$ cat config.mk
export PLATFORM = sky130hd
export DESIGN_NAME = mix_columns_engine_flat
export DESIGN_NICKNAME = d
export VERILOG_FILES = /design/src/rtl/mix_columns_engine_if.sv /design/src/rtl/mix_columns_engine.sv /design/src/flat_wrapper.sv
export SDC_FILE = /design/constraint.sdc
export NUM_CORES = 1
export LEC_CHECK = 0
export BUFFER_PORTS_ARGS = -buffer_cell sky130_fd_sc_hd__buf_2
export CORE_MARGIN = 4
export CORE_UTILIZATION = 45
export DETAILED_ROUTE_END_ITERATION = 7
export PLACE_DENSITY_LB_ADDON = 0.3
export RECOVER_POWER = 25
export SYNTH_ARGS = -nofsm -noshare
export SYNTH_HDL_FRONTEND = slang
export SYNTH_SLANG_ARGS = --single-unit
$ cat constraint.sdc
create_clock -name clk -period 6.2 [get_ports clk]
set_input_delay 0.31 -clock clk [delete_from_list [all_inputs] [get_ports clk]]
set_output_delay 0.31 -clock clk [all_outputs]
set_load 0.01 [all_outputs]
$ cat src/rtl/mix_columns_engine_if.sv
// ---------------------------------------------------------------------------
// mix_columns_engine_if
//   Bundles the two valid/ready handshakes of the MixColumns engine.
//   Input side : in_valid, in_ready, in_state, in_inv
//   Output side: out_valid, out_ready, out_state
//   Status     : busy
//   modport master : the block feeding states and consuming results
//   modport slave  : the engine itself
// ---------------------------------------------------------------------------
interface mix_columns_if #(
    parameter int NB = 4
);
    logic              in_valid;
    logic              in_ready;
    logic [32*NB-1:0]  in_state;
    logic              in_inv;
    logic              out_valid;
    logic              out_ready;
    logic [32*NB-1:0]  out_state;
    logic              busy;

    modport master (
        output in_valid, in_state, in_inv, out_ready,
        input  in_ready, out_valid, out_state, busy
    );

    modport slave (
        input  in_valid, in_state, in_inv, out_ready,
        output in_ready, out_valid, out_state, busy
    );
endinterface

$ cat src/rtl/mix_columns_engine.sv
// ---------------------------------------------------------------------------
// mix_columns_engine
//   Sequential AES MixColumns / InvMixColumns engine. A full NB-column state
//   is accepted, COLS_PER_CYCLE columns are transformed per clock, and the
//   result is held until the downstream side takes it.
//   Ports:
//     clk  : clock, rising edge
//     rst  : synchronous reset, active-high
//     bus  : mix_columns_if.slave (in_* request, out_* response, busy)
//   Column c of a state lives at bits [32*(NB-c)-1 -: 32], row 0 in the MSB.
// ---------------------------------------------------------------------------
module mix_columns_engine #(
    parameter int NB             = 4,
    parameter int COLS_PER_CYCLE = 1,
    parameter int INVERSE_EN     = 1
) (
    input  logic         clk,
    input  logic         rst,
    mix_columns_if.slave bus
);
    localparam int CPC     = COLS_PER_CYCLE;
    localparam int NGROUPS = NB / CPC;
    localparam int CNT_W   = (NGROUPS > 1) ? $clog2(NGROUPS) : 1;
    localparam int SW      = $clog2(32 * NB);
    localparam logic [CNT_W-1:0] LAST_CNT = CNT_W'(NGROUPS - 1);
    localparam logic INV_OK = (INVERSE_EN != 0);

    localparam logic [1:0] ST_IDLE = 2'd0;
    localparam logic [1:0] ST_CALC = 2'd1;
    localparam logic [1:0] ST_DONE = 2'd2;

    if ((CPC < 1) || ((NB % CPC) != 0)) begin : g_bad_cpc
        $error("mix_columns_engine: COLS_PER_CYCLE (%0d) must divide NB (%0d)", CPC, NB);
    end

    logic [1:0]        fsm;
    logic [CNT_W-1:0]  cnt;
    logic              mode_p0;
    logic [32*NB-1:0]  state_p0;
    logic [32*NB-1:0]  out_state_p1;
    logic [SW-1:0]     col_base [CPC];
    logic [31:0]       col_res  [CPC];

    // GF(2^8) doubling modulo x^8+x^4+x^3+x+1
    function automatic logic [7:0] xtime(input logic [7:0] b);
        return {b[6:0], 1'b0} ^ (b[7] ? 8'h1B : 8'h00);
    endfunction

    // One column through the forward (02 03 01 01) or inverse (0E 0B 0D 09)
    // circulant matrix; every product is an xtime/XOR chain.
    function automatic logic [31:0] mix_col(input logic [31:0] col, input logic inv);
        logic [7:0] a  [4];
        logic [7:0] x2 [4];
        logic [7:0] x4 [4];
        logic [7:0] x8 [4];
        logic [7:0] r  [4];
        for (int i = 0; i < 4; i++) begin
            a[i]  = col[31-8*i -: 8];
            x2[i] = xtime(a[i]);
            x4[i] = xtime(x2[i]);
            x8[i] = xtime(x4[i]);
        end
        for (int i = 0; i < 4; i++) begin
            if (inv) begin
                r[i] = (x8[i] ^ x4[i] ^ x2[i])                      // 0E
                     ^ (x8[(i+1)%4] ^ x2[(i+1)%4] ^ a[(i+1)%4])    // 0B
                     ^ (x8[(i+2)%4] ^ x4[(i+2)%4] ^ a[(i+2)%4])    // 0D
                     ^ (x8[(i+3)%4] ^ a[(i+3)%4]);                 // 09
            end else begin
                r[i] = x2[i]
                     ^ (x2[(i+1)%4] ^ a[(i+1)%4])
                     ^ a[(i+2)%4]
                     ^ a[(i+3)%4];
            end
        end
        return {r[0], r[1], r[2], r[3]};
    endfunction

    // Stage p0 -> p1: transform the column group selected by cnt
    always_comb begin
        for (int g = 0; g < CPC; g++) begin
            col_base[g] = SW'(32 * (NB - 1 - (int'(cnt) * CPC + g)));
            col_res[g]  = mix_col(state_p0[col_base[g] +: 32], mode_p0);
        end
    end

    // Stage p0: captured input state (pure data, loaded on acceptance)
    always_ff @(posedge clk) begin
        if (bus.in_valid && bus.in_ready) begin
            state_p0 <= bus.in_state;
        end
    end

    // Stage p1: control FSM and result register
    always_ff @(posedge clk) begin
        if (rst) begin
            fsm          <= ST_IDLE;
            cnt          <= '0;
            mode_p0      <= 1'b0;
            out_state_p1 <= '0;
        end else begin
            case (fsm)
                ST_IDLE: begin
                    if (bus.in_valid) begin
                        mode_p0 <= bus.in_inv & INV_OK;
                        cnt     <= '0;
                        fsm     <= ST_CALC;
                    end
                end
                ST_CALC: begin
                    for (int g = 0; g < CPC; g++) begin
                        out_state_p1[col_base[g] +: 32] <= col_res[g];
                    end
                    cnt <= cnt + 1'b1;
                    if (cnt == LAST_CNT) begin
                        fsm <= ST_DONE;
                    end
                end
                ST_DONE: begin
                    if (bus.out_ready) begin
                        fsm <= ST_IDLE;
                    end
                end
                default: fsm <= ST_IDLE;
            endcase
        end
    end

    // in_ready is forced low while rst is asserted so nothing is accepted
    // on the reset edge.
    assign bus.in_ready  = (fsm == ST_IDLE) && !rst;
    assign bus.out_valid = (fsm == ST_DONE);
    assign bus.busy      = (fsm == ST_CALC) || (fsm == ST_DONE);
    assign bus.out_state = out_state_p1;

endmodule
$ cat src/flat_wrapper.sv
// flat-port wrapper written by rule: the top's interface ports become plain ports
module mix_columns_engine_flat 
#(
    parameter int NB             = 4,
    parameter int COLS_PER_CYCLE = 1,
    parameter int INVERSE_EN     = 1
)
  (clk, rst, bus_in_valid, bus_in_state, bus_in_inv, bus_out_ready, bus_in_ready, bus_out_valid, bus_out_state, bus_busy);
  mix_columns_if #(.NB(NB)) bus_i ();
  input  logic clk;
  input  logic rst;
  input wire logic [$bits(bus_i.in_valid)-1:0] bus_in_valid;
  input wire logic [$bits(bus_i.in_state)-1:0] bus_in_state;
  input wire logic [$bits(bus_i.in_inv)-1:0] bus_in_inv;
  input wire logic [$bits(bus_i.out_ready)-1:0] bus_out_ready;
  output wire logic [$bits(bus_i.in_ready)-1:0] bus_in_ready;
  output wire logic [$bits(bus_i.out_valid)-1:0] bus_out_valid;
  output wire logic [$bits(bus_i.out_state)-1:0] bus_out_state;
  output wire logic [$bits(bus_i.busy)-1:0] bus_busy;
  assign bus_i.in_valid = bus_in_valid;
  assign bus_i.in_state = bus_in_state;
  assign bus_i.in_inv = bus_in_inv;
  assign bus_i.out_ready = bus_out_ready;
  assign bus_in_ready = bus_i.in_ready;
  assign bus_out_valid = bus_i.out_valid;
  assign bus_out_state = bus_i.out_state;
  assign bus_busy = bus_i.busy;
  mix_columns_engine #(.NB(NB), .COLS_PER_CYCLE(COLS_PER_CYCLE), .INVERSE_EN(INVERSE_EN)) u_core (.clk(clk), .rst(rst), .bus(bus_i));
endmodule
==> impl_metrics.tcl, run 1 <==
set metrics [dict create \
    setup_viol 0 \
    fin_crit_sh_pct 65.9 \
    cts.path.max_buffers 3 \
    num_rows 58 \
    ys_warn_count 0 \
    p_leak_nw 6.05 \
    dp_hpwl_mm 21.4 \
    grt_usage_pct 21.3 \
    cp.required_ns 6.67 \
    syn-num-nets 985 \
    clock_sinks 261 \
    synth_top_family_by_area "XOR/XNOR gates" \
    critPathTopFamily "XOR/XNOR gates" \
    cp-end-kind "register" \
    syn_to_final_growth_pct 31.9 \
    synthMuxAreaShare_pct 7.01 \
    viasPerCell 5.04 \
    core-area_sq_mm 0.0251 \
    synth_xor_xnor_area_share_pct 19.4 \
    antenna_found_initial 0 \
    numCtsBuffers 26 \
    finish.utilization_pct 60.2 \
    postPlaceCellArea_sq_mm 0.0130 \
    drc 0 \
    grt_max_degree 79 \
    total_power_mw 8.21 \
    synth_top_area_cell "edfxtp_1" \
    ys_seq_area_share_pct 56.8 \
    first_pass_iters 5 \
    ys_top_cells_by_area "edfxtp_1, dfxtp_1, xnor2_1" \
    layout_commonest_cell "buf_2" \
    maxCapViolCount 0 \
    slew_headroom_pct 33.5 \
    rsz0062_at_grt "no" \
    antenna_cells 0 \
    grt_overflow 0 \
    syn_area_sq_mm 0.0115 \
    fp.dieH_um 168 \
    instances_no_fill 1580 \
    pre_cts_slack_ns 2.16 \
    place_inst 1404 \
    syn_avg_cell_area_sq_um 13.6 \
    io_buffers 263 \
    drive_gt1_share_pct 29.0 \
    drtIter0Drc 580 \
    cp_max_fo 18 \
    cellPowerDensity_mw_per_mm2 543 \
    ant_nets 0 \
    cp_cell_sequence "buf_4 -> mux4_2 -> xor2_1 -> xor2_1 -> xnor3_1 -> xor2_1 -> nand2_2 -> xnor2_1 -> a22o_1" \
    timing.hold.ws_ns 0.0743 \
    grt_pass1_wl_mm 47.4 \
    crit_path_frequent_cell "xor2_1" \
    max_stage_delay_ns 0.68 \
    synth_compound_area_share_pct 8.59 \
    place_congestion 0.852 \
    design_area_sq_mm 0.0151 \
    ir_drop_v 0.000353 \
    fmaxAchievable_mhz 245 \
    synth_top_cell_area_share_pct 33.5 \
    max_slew.worst_pin.slew_ns 0.995 \
    ys_seq_elements 261 \
    outcome "finished, final reports clean" \
    start_kind "register" \
    tns_ns 0 \
    ioPinCount 264 \
    hold_violations 0 \
    ys_types 47 \
    vias 7962 \
    syn_inst 844 \
    fin_worst_skew_ns 0.0314 \
    grt_pass1_vias 8335 \
    initial_core_util_pct 45.6 \
    layout_common_cells "buf_2, dfxtp_1, dlygate4sd3_1, edfxtp_1, xnor2_1" \
    period_needed_ns 4.09 \
    finalWorstSetupSlack_ns 2.11 \
    die_x_um 168 \
    cts_tree "done" \
    wl_per_cell_um 19.4 \
    postCtsResizedCells 0 \
    synth_fa_ha_area_share_pct 0.873 \
    ys.flop_type "dfxtp_1" \
    postSynth.asyncResetShare_pct 0 \
    drv_slew 0 \
    die_area_sq_mm 0.0281 \
    num-nets-final 1371 \
    wirelength_mm 30.7 \
    synthSimpleGateAreaFrac_pct 4.88 \
    critPathKind "register to register" \
    clk_pin_slew_ns 0.07 \
    cp_num_buf_inv 1 \
    slowest_stage "mux4_2" \
    cts-root-buf "clkbuf_16" \
    hold_path_class "input port to register" \
    insertion_delay_ns 0.55 \
    synth-edff-count 128 \
    arrival_ns 4.55 \
    cts_max_level 1 \
]
cell type report:
class,instances,area (sq um)
Inverter,7,26.3
Multi-Input combinational cell,531,4680
Timing Repair Buffer,403,2670
Tap cell,330,413
Clock inverter,6,45.0
Fill cell,2021,9990
Clock buffer,42,774
Sequential cell,261,6510
routing by layer:
| metal | global-route usage (%) | vias up | share of wire, % | wire (um) |
|---|---|---|---|---|
| met5 | 0 | - | 0 | 0 |
| met4 | 4.23 | 0 | 1.7 | 536 |
| met3 | 3.80 | 45 | 6.1 | 1860 |
| met2 | 37.3 | 276 | 50 | 15400 |
| met1 | 28.1 | 3847 | 42 | 12900 |
| li1 | - | 3794 | - | - |
path summary, 6_finish.rpt:
kind                                   end  slack (ns)                startpoint  cells past startpoint
setup reg to reg  u_core.bus.out_state[28]        2.11             u_core.cnt[0]                      9
hold / removal              u_core.mode_p0        0.07                bus_in_inv                      3
setup / recovery  u_core.bus.out_state[28]        2.11             u_core.cnt[0]                      9
hold reg to reg   u_core.bus.out_state[91]        0.44  u_core.bus.out_state[91]                      2
cell usage after synthesis (2+ instances only):
| master | number |
|---|---|
| buf_12 | 2 |
| a22o_1 | 44 |
| edfxtp_1 | 128 |
| a21oi_1 | 10 |
| xor2_2 | 5 |
| clkbuf_1 | 26 |
| xnor2_2 | 9 |
| mux2i_1 | 6 |
| nor2_1 | 39 |
| mux4_1 | 3 |
| o21ai_1 | 19 |
| nand2b_1 | 3 |
| xnor3_1 | 15 |
| dfxtp_1 | 133 |
| nor2b_1 | 4 |
| xnor3_2 | 2 |
| xnor2_1 | 121 |
| buf_2 | 6 |
| xor2_1 | 50 |
| o21ai_0 | 36 |
| xnor2_4 | 2 |
| nor3_1 | 3 |
| buf_4 | 6 |
| a22oi_1 | 32 |
| buf_6 | 4 |
| inv_1 | 7 |
| nand2_1 | 74 |
| ha_1 | 8 |
| mux4_2 | 29 |
flip-flops by register name, indices dropped and copies added (netlist names):
signal and flops:
u_core.cnt 2, u_core.state_p0 128, u_core.mode_p0 1, u_core.bus.out_state 128, u_core.fsm 2
cells by family after synthesis:
logic type,after synthesis
XOR/XNOR,206
flip-flops,261
AO/OA/AOI/OAI,145
adder cells (fa/ha/maj),8
buffers and inverters,52
AND/OR/NAND/NOR,133
multiplexers,39
worst register-to-register path, stage by stage, from the launching register on:
cell and delay, ns:
dfxtp_2 0.66, buf_4 0.43, mux4_2 0.69, xor2_1 0.50, xor2_1 0.27, xnor3_1 0.45, xor2_1 0.26, nand2_2 0.11
xnor2_1 0.41, a22o_1 0.22
power breakdown:
| group | internal (mW) | switching [mW] | leakage [nW] | total, mW |
|---|---|---|---|---|
| registers | 2.04 | 0.0996 | 2.26 | 2.14 |
| clock network | 0.856 | 0.650 | 0.408 | 1.51 |
| logic | 1.96 | 2.60 | 3.38 | 4.56 |
repair_timing:
action | 4_1_cts | 5_1_grt
hold endpoints to repair | 128 | 0
setup endpoints to repair | 0 | 0
setup buffers | 0 | 0
hold buffers | 128 | 0
No activity file was read; power rests on OpenSTA's default activity.
==> run 2, diff against run 1 <==
==> constraint.sdc (replaced) <==
create_clock -name clk -period 3.3 [get_ports clk]
set_input_delay 0.165 -clock clk [delete_from_list [all_inputs] [get_ports clk]]
set_output_delay 0.165 -clock clk [all_outputs]
set_load 0.01 [all_outputs]
==> impl_metrics.tcl, run 2 (synthesis results as in run 1) <==
set metrics [dict create \
    cp_max_fo 18 \
    antenna_found_initial 1 \
    critPathTopFamily "XOR/XNOR gates" \
    slew_headroom_pct 56.8 \
    cts_tree "done" \
    grt_overflow 0 \
    io_buffers 263 \
    clock_sinks 261 \
    clk_pin_slew_ns 0.06 \
    grt_max_degree 90 \
    cp.required_ns 3.72 \
    syn_to_final_growth_pct 37.0 \
    fin_crit_sh_pct 95.5 \
    maxCapViolCount 0 \
    ant_nets 0 \
    wirelength_mm 32.6 \
    fp.dieH_um 168 \
    place_inst 1456 \
    first_pass_iters 5 \
    crit_path_frequent_cell "xnor2_1" \
    grt_pass1_vias 8683 \
    antenna_cells 0 \
    grt_pass1_wl_mm 50.2 \
    instances_no_fill 1632 \
    wl_per_cell_um 20.0 \
    initial_core_util_pct 45.6 \
    cts.path.max_buffers 3 \
    cp_cell_sequence "buf_6 -> mux4_1 -> xnor2_1 -> xnor2_1 -> xor2_1 -> xnor2_1 -> nand2_1 -> xnor3_1 -> a22o_1" \
    num_rows 58 \
    place_congestion 0.907 \
    layout_common_cells "buf_2, dlygate4sd3_1, dfxtp_1" \
    dp_hpwl_mm 22.2 \
    core-area_sq_mm 0.0251 \
    viasPerCell 5.14 \
    grt_usage_pct 22.8 \
    slowest_stage "mux4_1" \
    insertion_delay_ns 0.54 \
    drc 0 \
    die_area_sq_mm 0.0281 \
    cts-root-buf "clkbuf_16" \
    arrival_ns 3.57 \
    hold_violations 0 \
    max_slew.worst_pin.slew_ns 0.648 \
    drv_slew 0 \
    numCtsBuffers 27 \
    cellPowerDensity_mw_per_mm2 1060 \
    outcome "finished, final reports clean" \
    rsz0062_at_grt "yes" \
    fmaxAchievable_mhz 317 \
    setup_viol 0 \
    die_x_um 168 \
    finish.utilization_pct 62.5 \
    cp_num_buf_inv 1 \
    max_stage_delay_ns 0.69 \
    hold_path_class "input port to register" \
    vias 8390 \
    layout_commonest_cell "buf_2" \
    fin_worst_skew_ns 0.0155 \
    drive_gt1_share_pct 32.8 \
    cts_max_level 1 \
    tns_ns 0 \
    cp-end-kind "register" \
    num-nets-final 1428 \
    start_kind "register" \
    ioPinCount 264 \
    ir_drop_v 0.000634 \
    drtIter0Drc 602 \
    critPathKind "register to register" \
    period_needed_ns 3.15 \
    p_leak_nw 6.38 \
]
==> run 2: cell count changes in the layout (fill, tap and decap cells not counted), sizes merged, moves of 2 or more <==
cell and delta:
clkbuf -6, clkinvlp +2, buf +48, dlygate4sd3 +3
clkinv +5
==> run 2: repair_timing <==
action | in CTS | in global routing
hold buffers | 131 | 0
endpoints found under the hold margin | 129 | 0
buffers inserted | 0 | 1
pin swaps | 0 | 2
resized for setup | 1 | 17
endpoints found under the setup margin | 2 | 49
==> run 2: per-stage QoR <==
stage                     area (sq um)  setup WS [ns]  power [mW]  hold WS [ns]
after floorplan                  11500          0.272        10.5         0.264
after global placement           13500         0.0654        13.3         0.341
after detailed placement         13500         0.0149        13.4         0.343
after CTS                        15600         0.0271        16.4        0.0114
after global routing             15700        -0.0226        17.5        0.0527
final                            15700          0.148        16.6        0.0247
==> run 2: worst paths after layout <==
path	start	end	slack, ns	cells past startpoint
worst max-delay path	u_core.cnt[0]	u_core.bus.out_state[30]	0.15	9
worst min-delay path	rst	u_core.bus.out_state[9]	0.02	2
worst max register to register	u_core.cnt[0]	u_core.bus.out_state[30]	0.15	9
worst min register to register	u_core.bus.out_state[117]	u_core.bus.out_state[117]	0.45	2
==> run 2: cell type report <==
class,count,area (sq um)
clock buffer,31,711
clock inverter,13,96.3
fill,1942,9410
inverter,7,26.3
multi-input combinational,531,4800
sequential,261,6510
tap,330,413
timing repair buffer,459,3140
==> run 2: per-layer routing <==
layer	global-route usage (%)	share of wire (%)	vias to the layer above
li1	-	-	3901
met1	29.0	41	4077
met2	40.0	50	350
met3	4.37	6.4	60
met4	6.07	2.7	2
met5	0	0.021	-
==> run 2: worst register-to-register path: cells and delay by family, from the launching register on <==
family	cells	cell delay, ns
DFF	1	0.39
buffers and inverters	1	0.25
AOI/OAI and AO/OA	1	0.24
xor gates and xnor gates	5	1.34
and+or+nand+nor	1	0.11
muxes	1	0.70
==> run 2: report_power, final <==
part	total (mW)	leakage (nW)	internal [mW]	switching (mW)
combinational	9.81	3.73	4.53	5.29
clock	2.83	0.390	1.60	1.22
sequential	4.00	2.26	3.84	0.166
